`src/rtl/control_sequencer_if.sv`:
```
// Control bundle between the hardwired sequencer and the datapath.
// The sequencer uses the master side. The datapath (or a bench) uses the slave side.
interface control_sequencer_if #(
    parameter int DATA_W    = 32,
    parameter int ALU_SEL_W = 4,
    parameter int CNT_W     = 16
);
    // Datapath status and operator controls seen by the sequencer
    logic [DATA_W-1:0]    ir;
    logic                 con_ff;
    logic                 mem_ready;
    logic                 run;
    logic                 stop;

    // Datapath strobes
    logic                 PCout, PCin, IncPC, MARin, MDRin, MDRout, IRin;
    logic                 Yin, Zin, ZLowout, ZHighout;

    // Register-select and memory strobes
    logic                 Gra, Grb, Grc, Rin, Rout, BAout, Cout, CONin, Read, Write;

    // ALU function and status
    logic [ALU_SEL_W-1:0] alu_sel;
    logic [3:0]           step;
    logic                 halted;
    logic                 fault;
    logic [1:0]           fault_code;
    logic [CNT_W-1:0]     instr_count;

    modport master (
        input  ir, con_ff, mem_ready, run, stop,
        output PCout, PCin, IncPC, MARin, MDRin, MDRout, IRin, Yin, Zin, ZLowout, ZHighout,
        output Gra, Grb, Grc, Rin, Rout, BAout, Cout, CONin, Read, Write,
        output alu_sel, step, halted, fault, fault_code, instr_count
    );

    modport slave (
        output ir, con_ff, mem_ready, run, stop,
        input  PCout, PCin, IncPC, MARin, MDRin, MDRout, IRin, Yin, Zin, ZLowout, ZHighout,
        input  Gra, Grb, Grc, Rin, Rout, BAout, Cout, CONin, Read, Write,
        input  alu_sel, step, halted, fault, fault_code, instr_count
    );
endinterface

```
`src/rtl/control_sequencer.sv`:
```
// Hardwired control unit. It fetches an instruction, decodes the IR opcode and
// steps the datapath strobes through T0..T7. It also provides:
//  - memory wait states with a timeout,
//  - halt and run control,
//  - sticky fault reporting,
//  - a retired-instruction counter.
module control_sequencer #(
    parameter int DATA_W      = 32,
    parameter int OPC_W       = 5,
    parameter int ALU_SEL_W   = 4,
    parameter int MEM_TIMEOUT = 15,
    parameter int CNT_W       = 16
) (
    input  logic                clk,
    input  logic                reset_n,
    control_sequencer_if.master bus
);
    localparam int TO_W = $clog2(MEM_TIMEOUT + 1);
    localparam logic [TO_W-1:0] TO_LIMIT = TO_W'(MEM_TIMEOUT);

    localparam logic [ALU_SEL_W-1:0] ALU_NONE  = ALU_SEL_W'(4'b0000);
    localparam logic [ALU_SEL_W-1:0] ALU_ADD   = ALU_SEL_W'(4'b0001);
    localparam logic [ALU_SEL_W-1:0] ALU_AND   = ALU_SEL_W'(4'b0110);
    localparam logic [ALU_SEL_W-1:0] ALU_OR    = ALU_SEL_W'(4'b0111);
    localparam logic [ALU_SEL_W-1:0] ALU_INCPC = ALU_SEL_W'(4'b1001);

    localparam logic [OPC_W-1:0] OP_LD   = OPC_W'(0);
    localparam logic [OPC_W-1:0] OP_LDI  = OPC_W'(1);
    localparam logic [OPC_W-1:0] OP_ST   = OPC_W'(2);
    localparam logic [OPC_W-1:0] OP_ADDI = OPC_W'(11);
    localparam logic [OPC_W-1:0] OP_ANDI = OPC_W'(12);
    localparam logic [OPC_W-1:0] OP_ORI  = OPC_W'(13);
    localparam logic [OPC_W-1:0] OP_BR   = OPC_W'(18);
    localparam logic [OPC_W-1:0] OP_HALT = OPC_W'(27);

    localparam logic [1:0] FC_NONE    = 2'b00;
    localparam logic [1:0] FC_ILLEGAL = 2'b01;
    localparam logic [1:0] FC_TIMEOUT = 2'b10;

    // Each instruction step gets its own state. The strobe decode is then a
    // function of the state register alone. S_IDLE is the reset state: it
    // shows step 0 with every strobe low. The FSM enters T0 on the first edge
    // after reset is released.
    typedef enum logic [4:0] {
        S_IDLE,
        S_T0, S_T1, S_T2,
        S_LD3, S_LD4, S_LD5, S_LD6, S_LD7,
        S_LDI3, S_LDI4, S_LDI5,
        S_ST3, S_ST4, S_ST5, S_ST6, S_ST7,
        S_AI3_ADD, S_AI3_AND, S_AI3_OR,
        S_AI4_ADD, S_AI4_AND, S_AI4_OR,
        S_AI5,
        S_BR3, S_BR4, S_BR5, S_BR6,
        S_HLT3,
        S_HALT,
        S_FAULT
    } state_t;

    state_t           state_reg, state_next;
    logic [TO_W-1:0]  wait_cnt_reg, wait_cnt_next;
    logic [1:0]       fault_code_reg, fault_code_next;
    logic [CNT_W-1:0] instr_count_reg, instr_count_next;

    logic             retire;
    logic             in_wait;
    logic             timed_out;
    logic [OPC_W-1:0] opcode;
    logic             unused_ir_low;

    assign opcode        = bus.ir[DATA_W-1 -: OPC_W];
    assign unused_ir_low = ^bus.ir[DATA_W-OPC_W-1:0];
    assign timed_out     = (wait_cnt_reg == TO_LIMIT);

    // State, wait counter, fault code and retire counter registers
    always_ff @(posedge clk or negedge reset_n) begin
        if (!reset_n) begin
            state_reg       <= S_IDLE;
            wait_cnt_reg    <= '0;
            fault_code_reg  <= FC_NONE;
            instr_count_reg <= '0;
        end else begin
            state_reg       <= state_next;
            wait_cnt_reg    <= wait_cnt_next;
            fault_code_reg  <= fault_code_next;
            instr_count_reg <= instr_count_next;
        end
    end

    // Next state: sequencing, opcode decode, wait/timeout, halt and fault control
    always_comb begin
        state_next      = state_reg;
        fault_code_next = fault_code_reg;
        retire          = 1'b0;
        in_wait         = 1'b0;
        unique case (state_reg)
            S_IDLE: state_next = S_T0;
            S_T0:   state_next = S_T1;
            S_T1: begin
                in_wait = 1'b1;
                if (bus.mem_ready) begin
                    state_next = S_T2;
                end else if (timed_out) begin
                    state_next      = S_FAULT;
                    fault_code_next = FC_TIMEOUT;
                end
            end
            S_T2: begin
                unique case (opcode)
                    OP_LD:   state_next = S_LD3;
                    OP_LDI:  state_next = S_LDI3;
                    OP_ST:   state_next = S_ST3;
                    OP_ADDI: state_next = S_AI3_ADD;
                    OP_ANDI: state_next = S_AI3_AND;
                    OP_ORI:  state_next = S_AI3_OR;
                    OP_BR:   state_next = S_BR3;
                    OP_HALT: state_next = S_HLT3;
                    default: begin
                        state_next      = S_FAULT;
                        fault_code_next = FC_ILLEGAL;
                    end
                endcase
            end
            S_LD3:  state_next = S_LD4;
            S_LD4:  state_next = S_LD5;
            S_LD5:  state_next = S_LD6;
            S_LD6: begin
                in_wait = 1'b1;
                if (bus.mem_ready) begin
                    state_next = S_LD7;
                end else if (timed_out) begin
                    state_next      = S_FAULT;
                    fault_code_next = FC_TIMEOUT;
                end
            end
            S_LDI3: state_next = S_LDI4;
            S_LDI4: state_next = S_LDI5;
            S_ST3:  state_next = S_ST4;
            S_ST4:  state_next = S_ST5;
            S_ST5:  state_next = S_ST6;
            S_ST6:  state_next = S_ST7;
            S_ST7: begin
                // The write wait state is also the last step of st.
                in_wait = 1'b1;
                if (bus.mem_ready) begin
                    retire     = 1'b1;
                    state_next = bus.stop ? S_HALT : S_T0;
                end else if (timed_out) begin
                    state_next      = S_FAULT;
                    fault_code_next = FC_TIMEOUT;
                end
            end
            S_AI3_ADD: state_next = S_AI4_ADD;
            S_AI3_AND: state_next = S_AI4_AND;
            S_AI3_OR:  state_next = S_AI4_OR;
            S_AI4_ADD, S_AI4_AND, S_AI4_OR: state_next = S_AI5;
            S_BR3:  state_next = S_BR4;
            S_BR4:  state_next = S_BR5;
            S_BR5:  state_next = S_BR6;
            S_LD7, S_LDI5, S_AI5, S_BR6: begin
                retire     = 1'b1;
                state_next = bus.stop ? S_HALT : S_T0;
            end
            S_HLT3: begin
                retire     = 1'b1;
                state_next = S_HALT;
            end
            S_HALT: begin
                if (bus.run && !bus.stop) state_next = S_T0;
            end
            S_FAULT: state_next = S_FAULT;
            default: state_next = S_IDLE;
        endcase

        // Wait counter counts held cycles and restarts on any state change.
        wait_cnt_next    = (in_wait && (state_next == state_reg)) ? wait_cnt_reg + TO_W'(1) : '0;
        instr_count_next = retire ? instr_count_reg + CNT_W'(1) : instr_count_reg;
    end

    // Strobe and step decode from the current state; everything low by default
    always_comb begin
        bus.PCout    = 1'b0;
        bus.PCin     = 1'b0;
        bus.IncPC    = 1'b0;
        bus.MARin    = 1'b0;
        bus.MDRin    = 1'b0;
        bus.MDRout   = 1'b0;
        bus.IRin     = 1'b0;
        bus.Yin      = 1'b0;
        bus.Zin      = 1'b0;
        bus.ZLowout  = 1'b0;
        bus.ZHighout = 1'b0;
        bus.Gra      = 1'b0;
        bus.Grb      = 1'b0;
        bus.Grc      = 1'b0;
        bus.Rin      = 1'b0;
        bus.Rout     = 1'b0;
        bus.BAout    = 1'b0;
        bus.Cout     = 1'b0;
        bus.CONin    = 1'b0;
        bus.Read     = 1'b0;
        bus.Write    = 1'b0;
        bus.alu_sel  = ALU_NONE;
        bus.step     = 4'd0;
        unique case (state_reg)
            S_T0: begin
                bus.PCout = 1'b1; bus.MARin = 1'b1; bus.IncPC = 1'b1; bus.Zin = 1'b1;
                bus.alu_sel = ALU_INCPC;
            end
            S_T1: begin
                bus.step = 4'd1;
                bus.ZLowout = 1'b1; bus.PCin = 1'b1; bus.Read = 1'b1; bus.MDRin = 1'b1;
            end
            S_T2: begin
                bus.step = 4'd2;
                bus.MDRout = 1'b1; bus.IRin = 1'b1;
            end
            S_LD3, S_LDI3, S_ST3: begin
                bus.step = 4'd3;
                bus.Grb = 1'b1; bus.BAout = 1'b1; bus.Yin = 1'b1;
            end
            S_LD4, S_LDI4, S_ST4: begin
                bus.step = 4'd4;
                bus.Cout = 1'b1; bus.Zin = 1'b1; bus.alu_sel = ALU_ADD;
            end
            S_LD5, S_ST5: begin
                bus.step = 4'd5;
                bus.ZLowout = 1'b1; bus.MARin = 1'b1;
            end
            S_LD6: begin
                bus.step = 4'd6;
                bus.Read = 1'b1; bus.MDRin = 1'b1;
            end
            S_LD7: begin
                bus.step = 4'd7;
                bus.MDRout = 1'b1; bus.Gra = 1'b1; bus.Rin = 1'b1;
            end
            S_LDI5, S_AI5: begin
                bus.step = 4'd5;
                bus.ZLowout = 1'b1; bus.Gra = 1'b1; bus.Rin = 1'b1;
            end
            S_ST6: begin
                bus.step = 4'd6;
                bus.Gra = 1'b1; bus.Rout = 1'b1; bus.MDRin = 1'b1;
            end
            S_ST7: begin
                bus.step = 4'd7;
                bus.MDRout = 1'b1; bus.Write = 1'b1;
            end
            S_AI3_ADD, S_AI3_AND, S_AI3_OR: begin
                bus.step = 4'd3;
                bus.Grb = 1'b1; bus.Rout = 1'b1; bus.Yin = 1'b1;
            end
            S_AI4_ADD: begin
                bus.step = 4'd4;
                bus.Cout = 1'b1; bus.Zin = 1'b1; bus.alu_sel = ALU_ADD;
            end
            S_AI4_AND: begin
                bus.step = 4'd4;
                bus.Cout = 1'b1; bus.Zin = 1'b1; bus.alu_sel = ALU_AND;
            end
            S_AI4_OR: begin
                bus.step = 4'd4;
                bus.Cout = 1'b1; bus.Zin = 1'b1; bus.alu_sel = ALU_OR;
            end
            S_BR3: begin
                bus.step = 4'd3;
                bus.Gra = 1'b1; bus.Rout = 1'b1; bus.CONin = 1'b1;
            end
            S_BR4: begin
                bus.step = 4'd4;
                bus.PCout = 1'b1; bus.Yin = 1'b1;
            end
            S_BR5: begin
                bus.step = 4'd5;
                bus.Cout = 1'b1; bus.Zin = 1'b1; bus.alu_sel = ALU_ADD;
            end
            S_BR6: begin
                // con_ff is a datapath flop loaded in T3, so it is stable here.
                // Gating PCin with it adds no glitch.
                bus.step = 4'd6;
                bus.ZLowout = 1'b1; bus.PCin = bus.con_ff;
            end
            S_HLT3: bus.step = 4'd3;
            default: ;
        endcase
    end

    assign bus.halted      = (state_reg == S_HALT);
    assign bus.fault       = (state_reg == S_FAULT);
    assign bus.fault_code  = fault_code_reg;
    assign bus.instr_count = instr_count_reg;
endmodule

```
`src/flat_wrapper.sv`:
```
// flat-port wrapper written by rule: the top's interface ports become plain ports
module control_sequencer_flat 
#(
    parameter int DATA_W      = 32,
    parameter int OPC_W       = 5,
    parameter int ALU_SEL_W   = 4,
    parameter int MEM_TIMEOUT = 15,
    parameter int CNT_W       = 16
)
  (clk, reset_n, bus_ir, bus_con_ff, bus_mem_ready, bus_run, bus_stop, bus_PCout, bus_PCin, bus_IncPC, bus_MARin, bus_MDRin, bus_MDRout, bus_IRin, bus_Yin, bus_Zin, bus_ZLowout, bus_ZHighout, bus_Gra, bus_Grb, bus_Grc, bus_Rin, bus_Rout, bus_BAout, bus_Cout, bus_CONin, bus_Read, bus_Write, bus_alu_sel, bus_step, bus_halted, bus_fault, bus_fault_code, bus_instr_count);
  control_sequencer_if #(.DATA_W(DATA_W), .ALU_SEL_W(ALU_SEL_W), .CNT_W(CNT_W)) bus_i ();
  input  logic clk;
  input  logic reset_n;
  input wire logic [$bits(bus_i.ir)-1:0] bus_ir;
  input wire logic [$bits(bus_i.con_ff)-1:0] bus_con_ff;
  input wire logic [$bits(bus_i.mem_ready)-1:0] bus_mem_ready;
  input wire logic [$bits(bus_i.run)-1:0] bus_run;
  input wire logic [$bits(bus_i.stop)-1:0] bus_stop;
  output wire logic [$bits(bus_i.PCout)-1:0] bus_PCout;
  output wire logic [$bits(bus_i.PCin)-1:0] bus_PCin;
  output wire logic [$bits(bus_i.IncPC)-1:0] bus_IncPC;
  output wire logic [$bits(bus_i.MARin)-1:0] bus_MARin;
  output wire logic [$bits(bus_i.MDRin)-1:0] bus_MDRin;
  output wire logic [$bits(bus_i.MDRout)-1:0] bus_MDRout;
  output wire logic [$bits(bus_i.IRin)-1:0] bus_IRin;
  output wire logic [$bits(bus_i.Yin)-1:0] bus_Yin;
  output wire logic [$bits(bus_i.Zin)-1:0] bus_Zin;
  output wire logic [$bits(bus_i.ZLowout)-1:0] bus_ZLowout;
  output wire logic [$bits(bus_i.ZHighout)-1:0] bus_ZHighout;
  output wire logic [$bits(bus_i.Gra)-1:0] bus_Gra;
  output wire logic [$bits(bus_i.Grb)-1:0] bus_Grb;
  output wire logic [$bits(bus_i.Grc)-1:0] bus_Grc;
  output wire logic [$bits(bus_i.Rin)-1:0] bus_Rin;
  output wire logic [$bits(bus_i.Rout)-1:0] bus_Rout;
  output wire logic [$bits(bus_i.BAout)-1:0] bus_BAout;
  output wire logic [$bits(bus_i.Cout)-1:0] bus_Cout;
  output wire logic [$bits(bus_i.CONin)-1:0] bus_CONin;
  output wire logic [$bits(bus_i.Read)-1:0] bus_Read;
  output wire logic [$bits(bus_i.Write)-1:0] bus_Write;
  output wire logic [$bits(bus_i.alu_sel)-1:0] bus_alu_sel;
  output wire logic [$bits(bus_i.step)-1:0] bus_step;
  output wire logic [$bits(bus_i.halted)-1:0] bus_halted;
  output wire logic [$bits(bus_i.fault)-1:0] bus_fault;
  output wire logic [$bits(bus_i.fault_code)-1:0] bus_fault_code;
  output wire logic [$bits(bus_i.instr_count)-1:0] bus_instr_count;
  assign bus_i.ir = bus_ir;
  assign bus_i.con_ff = bus_con_ff;
  assign bus_i.mem_ready = bus_mem_ready;
  assign bus_i.run = bus_run;
  assign bus_i.stop = bus_stop;
  assign bus_PCout = bus_i.PCout;
  assign bus_PCin = bus_i.PCin;
  assign bus_IncPC = bus_i.IncPC;
  assign bus_MARin = bus_i.MARin;
  assign bus_MDRin = bus_i.MDRin;
  assign bus_MDRout = bus_i.MDRout;
  assign bus_IRin = bus_i.IRin;
  assign bus_Yin = bus_i.Yin;
  assign bus_Zin = bus_i.Zin;
  assign bus_ZLowout = bus_i.ZLowout;
  assign bus_ZHighout = bus_i.ZHighout;
  assign bus_Gra = bus_i.Gra;
  assign bus_Grb = bus_i.Grb;
  assign bus_Grc = bus_i.Grc;
  assign bus_Rin = bus_i.Rin;
  assign bus_Rout = bus_i.Rout;
  assign bus_BAout = bus_i.BAout;
  assign bus_Cout = bus_i.Cout;
  assign bus_CONin = bus_i.CONin;
  assign bus_Read = bus_i.Read;
  assign bus_Write = bus_i.Write;
  assign bus_alu_sel = bus_i.alu_sel;
  assign bus_step = bus_i.step;
  assign bus_halted = bus_i.halted;
  assign bus_fault = bus_i.fault;
  assign bus_fault_code = bus_i.fault_code;
  assign bus_instr_count = bus_i.instr_count;
  control_sequencer #(.DATA_W(DATA_W), .OPC_W(OPC_W), .ALU_SEL_W(ALU_SEL_W), .MEM_TIMEOUT(MEM_TIMEOUT), .CNT_W(CNT_W)) u_core (.clk(clk), .reset_n(reset_n), .bus(bus_i));
endmodule
```
`config.mk`:
```
export PLATFORM = sky130hd
export DESIGN_NAME = control_sequencer_flat
export DESIGN_NICKNAME = d
export VERILOG_FILES = /design/src/rtl/control_sequencer_if.sv /design/src/rtl/control_sequencer.sv /design/src/flat_wrapper.sv
export SDC_FILE = /design/constraint.sdc
export NUM_CORES = 1
export LEC_CHECK = 0
export BUFFER_PORTS_ARGS = -buffer_cell sky130_fd_sc_hd__buf_2
export CAP_MARGIN = 20
export CORE_UTILIZATION = 30
export DETAILED_ROUTE_END_ITERATION = 10
export PLACE_DENSITY = 0.5
export SYNTH_ARGS = -nofsm -noshare
export SYNTH_HDL_FRONTEND = slang
export SYNTH_SLANG_ARGS = --single-unit
```
`constraint.sdc`:
```
create_clock -name clk -period 2 [get_ports clk]
set_input_delay 0.4 -clock clk [delete_from_list [all_inputs] [get_ports clk]]
set_output_delay 0.4 -clock clk [all_outputs]
set_load 0.02 [all_outputs]
```
==> impl_metrics.json <==
{
  "fmaxAchievable_ghz": 0.478,
  "port_buffers": 56,
  "synth_edf_count": 0,
  "antenna_cells": 0,
  "clk_latency_ns": 0.27,
  "io_pins": 87,
  "hold_violations": 0,
  "fillers": 695,
  "setup_tns_ns": -0.512,
  "cts_sinks": 27,
  "cp_top_family": "flip-flops",
  "fin_crit_sh": 1.05,
  "total_power_mw": 0.931,
  "clkTransAtPathRegs_ns": 0.10,
  "dp_cells": 456,
  "ys.flop_type": "dfrtp_1",
  "drc": 0,
  "critPathKind": "reg2out",
  "tightest_slew_ns": 0.693,
  "postPlaceCellArea_um2": 2920,
  "die-area_um2": 7880,
  "clock_path_buffers": 2,
  "worstPathRequired_ns": 1.60,
  "final_cells": 494,
  "track_usage": 0.189,
  "cts_tree": "built",
  "timing.hold.ws_ns": 0.123,
  "setup_viol": 12,
  "synth_area_leaders": "dfrtp_1 30%, xor2_1 5.8%, nor2_1 4.2%",
  "cp-start-kind": "register",
  "grt_setup_unrepaired": "yes",
  "finClkSkew_ns": 0.00426,
  "syn-cell-area_um2": 2260,
  "ant_nets": 0,
  "dr.pass1.iters": 4,
  "hpwl_um": 5180,
  "hp-class": "in2async",
  "reg2reg_slack_ns": 0.05,
  "largest_reg_flops": 16,
  "drive_above_1_share": 0.522,
  "die_h_um": 88.8,
  "vias": 2606,
  "synth_largest_area_cell": "dfrtp_1",
  "grt_pass1_vias": 2301,
  "maxSlewViolCount": 0,
  "crit_fanout": 6,
  "ys_ff_latch": 27,
  "grt_pass1_wl_um": 11500,
  "synth_top_area_frac": 0.299,
  "worst_slack_ns": -0.0930,
  "wl_per_cell_um": 15.5,
  "violations": "setup timing",
  "ctsHoldBuffers": 0,
  "irDropWorstVdd_mv": 0.284,
  "rr_startpoint": "u_core.state_reg[3]",
  "drv_cap": 0,
  "crit_path_end_kind": "output pin",
  "outcome": "finished with violations",
  "yosys.cell_types.count": 61,
  "cpMaxStageDelayCell": "dfrtp_2",
  "cp_num_buf_inv": 3,
  "drtIter0Drc": 108,
  "async_flop_share": 1.00,
  "ys_seq_area_frac": 0.299,
  "synthCells": 285,
  "grt_max_degree": 28,
  "post-synth-top-count-cell": "dfrtp_1",
  "arrival_ns": 1.69,
  "antenna_found_initial": 0,
  "drt_wl_total_um": 7640,
  "dp_slack_ns": -0.0202,
  "fp.dieW_um": 88.8,
  "cp_common_cell": "buf_6",
  "r2r-end": "u_core.bus.instr_count[7]",
  "cts_made_buffers": 3,
  "cts_root_buf": "clkbuf_8",
  "ff_latch_area_um2": 682,
  "utilization": 0.524,
  "worst_r2r_path_depth": 7,
  "period_needed_ns": 2.09,
  "relSlewSlack": 0.526,
  "rows": 31,
  "slowest_delay_ns": 0.46,
  "viasPerCell": 5.28,
  "worstPathCellList": "buf_12, buf_6, nor2_4, a22o_1, or2_4, buf_6",
  "h-tree-depth": 1,
  "fin_nets": 436,
  "gp_congestion": 0.872,
  "initial_core_util": 0.311,
  "yosysWarnings": 0,
  "avgSynthCellArea_um2": 7.92,
  "gr-total-overflow": 0,
  "ys_top_cells_by_count": "27 x dfrtp_1, 25 x nor2_1, 22 x nand2_1, 17 x o21ai_0",
  "multi_input_area_um2": 1770,
  "core_um2": 7250,
  "power.density_nw_per_um2": 245,
  "design_area_um2": 3800,
  "power.leakage_nw": 1.74,
  "area_growth_pct": 68.2
}
-- how the worst max path moves through the flow --
stage / cells after the start / from / slack (ns) / end
floorplan: 6 / u_core.state_reg[1] / -0.08 / bus_Zin
global placement: 7 / u_core.state_reg[3] / 0.009 / u_core.wait_cnt_reg[1]
detailed placement: 7 / u_core.state_reg[3] / -0.02 / u_core.wait_cnt_reg[1]
CTS: 7 / u_core.state_reg[0] / -0.09 / bus_MDRout
global route: 7 / u_core.state_reg[0] / -0.18 / bus_MDRout
finish: 6 / u_core.state_reg[0] / -0.09 / bus_Zin
-- where the power goes --
group          total, mW  leakage (nW)  internal (mW)  switching (mW)
Sequential         0.548         0.349          0.547         0.00106
Clock              0.313        0.0217          0.141           0.172
Combinational     0.0696          1.37         0.0208          0.0488
Total              0.931          1.74          0.709           0.222
-- cell families (layout without fill, tap and decap cells) --
| logic type | count (synthesis) | after routing | share of synthesized area |
|---|---|---|---|
| AO/OA/AOI/OAI | 75 | 75 | 0.232 |
| XOR/XNOR | 19 | 19 | 0.0737 |
| adder cells (fa/ha/maj) | 2 | 2 | 0.0111 |
| buffers and inverters | 33 | 141 | 0.0726 |
| flip-flops | 27 | 27 | 0.299 |
| multiplexers | 2 | 2 | 0.00942 |
| other | 1 | 3 | 0.00166 |
| AND/OR/NAND/NOR | 126 | 126 | 0.301 |
-- cells in the final DEF, fill, tap and decap left out, types with 5 or more instances in the layout --
cell type	count
dfrtp_2	5
buf_4	58
nand3_1	10
nor4_2	6
nor3_2	6
xor2_1	15
o21ai_1	9
nor2_1	17
buf_6	31
nand2_1	19
buf_12	5
a21oi_1	8
dfrtp_1	22
nor3_1	9
buf_2	32
nand2b_1	5
o21ai_0	10
-- repair_timing --
item                       CTS  global route
buffers inserted            23            10
setup endpoints to repair   31            38
hold endpoints to repair     0             0
pin swaps                   14            20
gates cloned                 2             0
resized for setup           66            72
-- layer usage --
layer | global-route usage | routed length (um) | share of wire | up-vias
met5 | 0 | 0 | 0 | -
met4 | 0.0689 | 191 | 0.025 | 0
met3 | 0.0131 | 274 | 0.036 | 14
met2 | 0.315 | 3850 | 0.50 | 74
met1 | 0.257 | 3330 | 0.44 | 1251
li1 | - | - | - | 1267
-- final cells by class --
type	count	share of cell area
timing repair buffer	131	0.303
clock inverter	1	0.00198
tap	99	0.0326
sequential	27	0.180
multi-input combinational	227	0.466
inverter	6	0.00626
clock buffer	3	0.0109
Note: power is estimated with default switching activity, not from simulation.
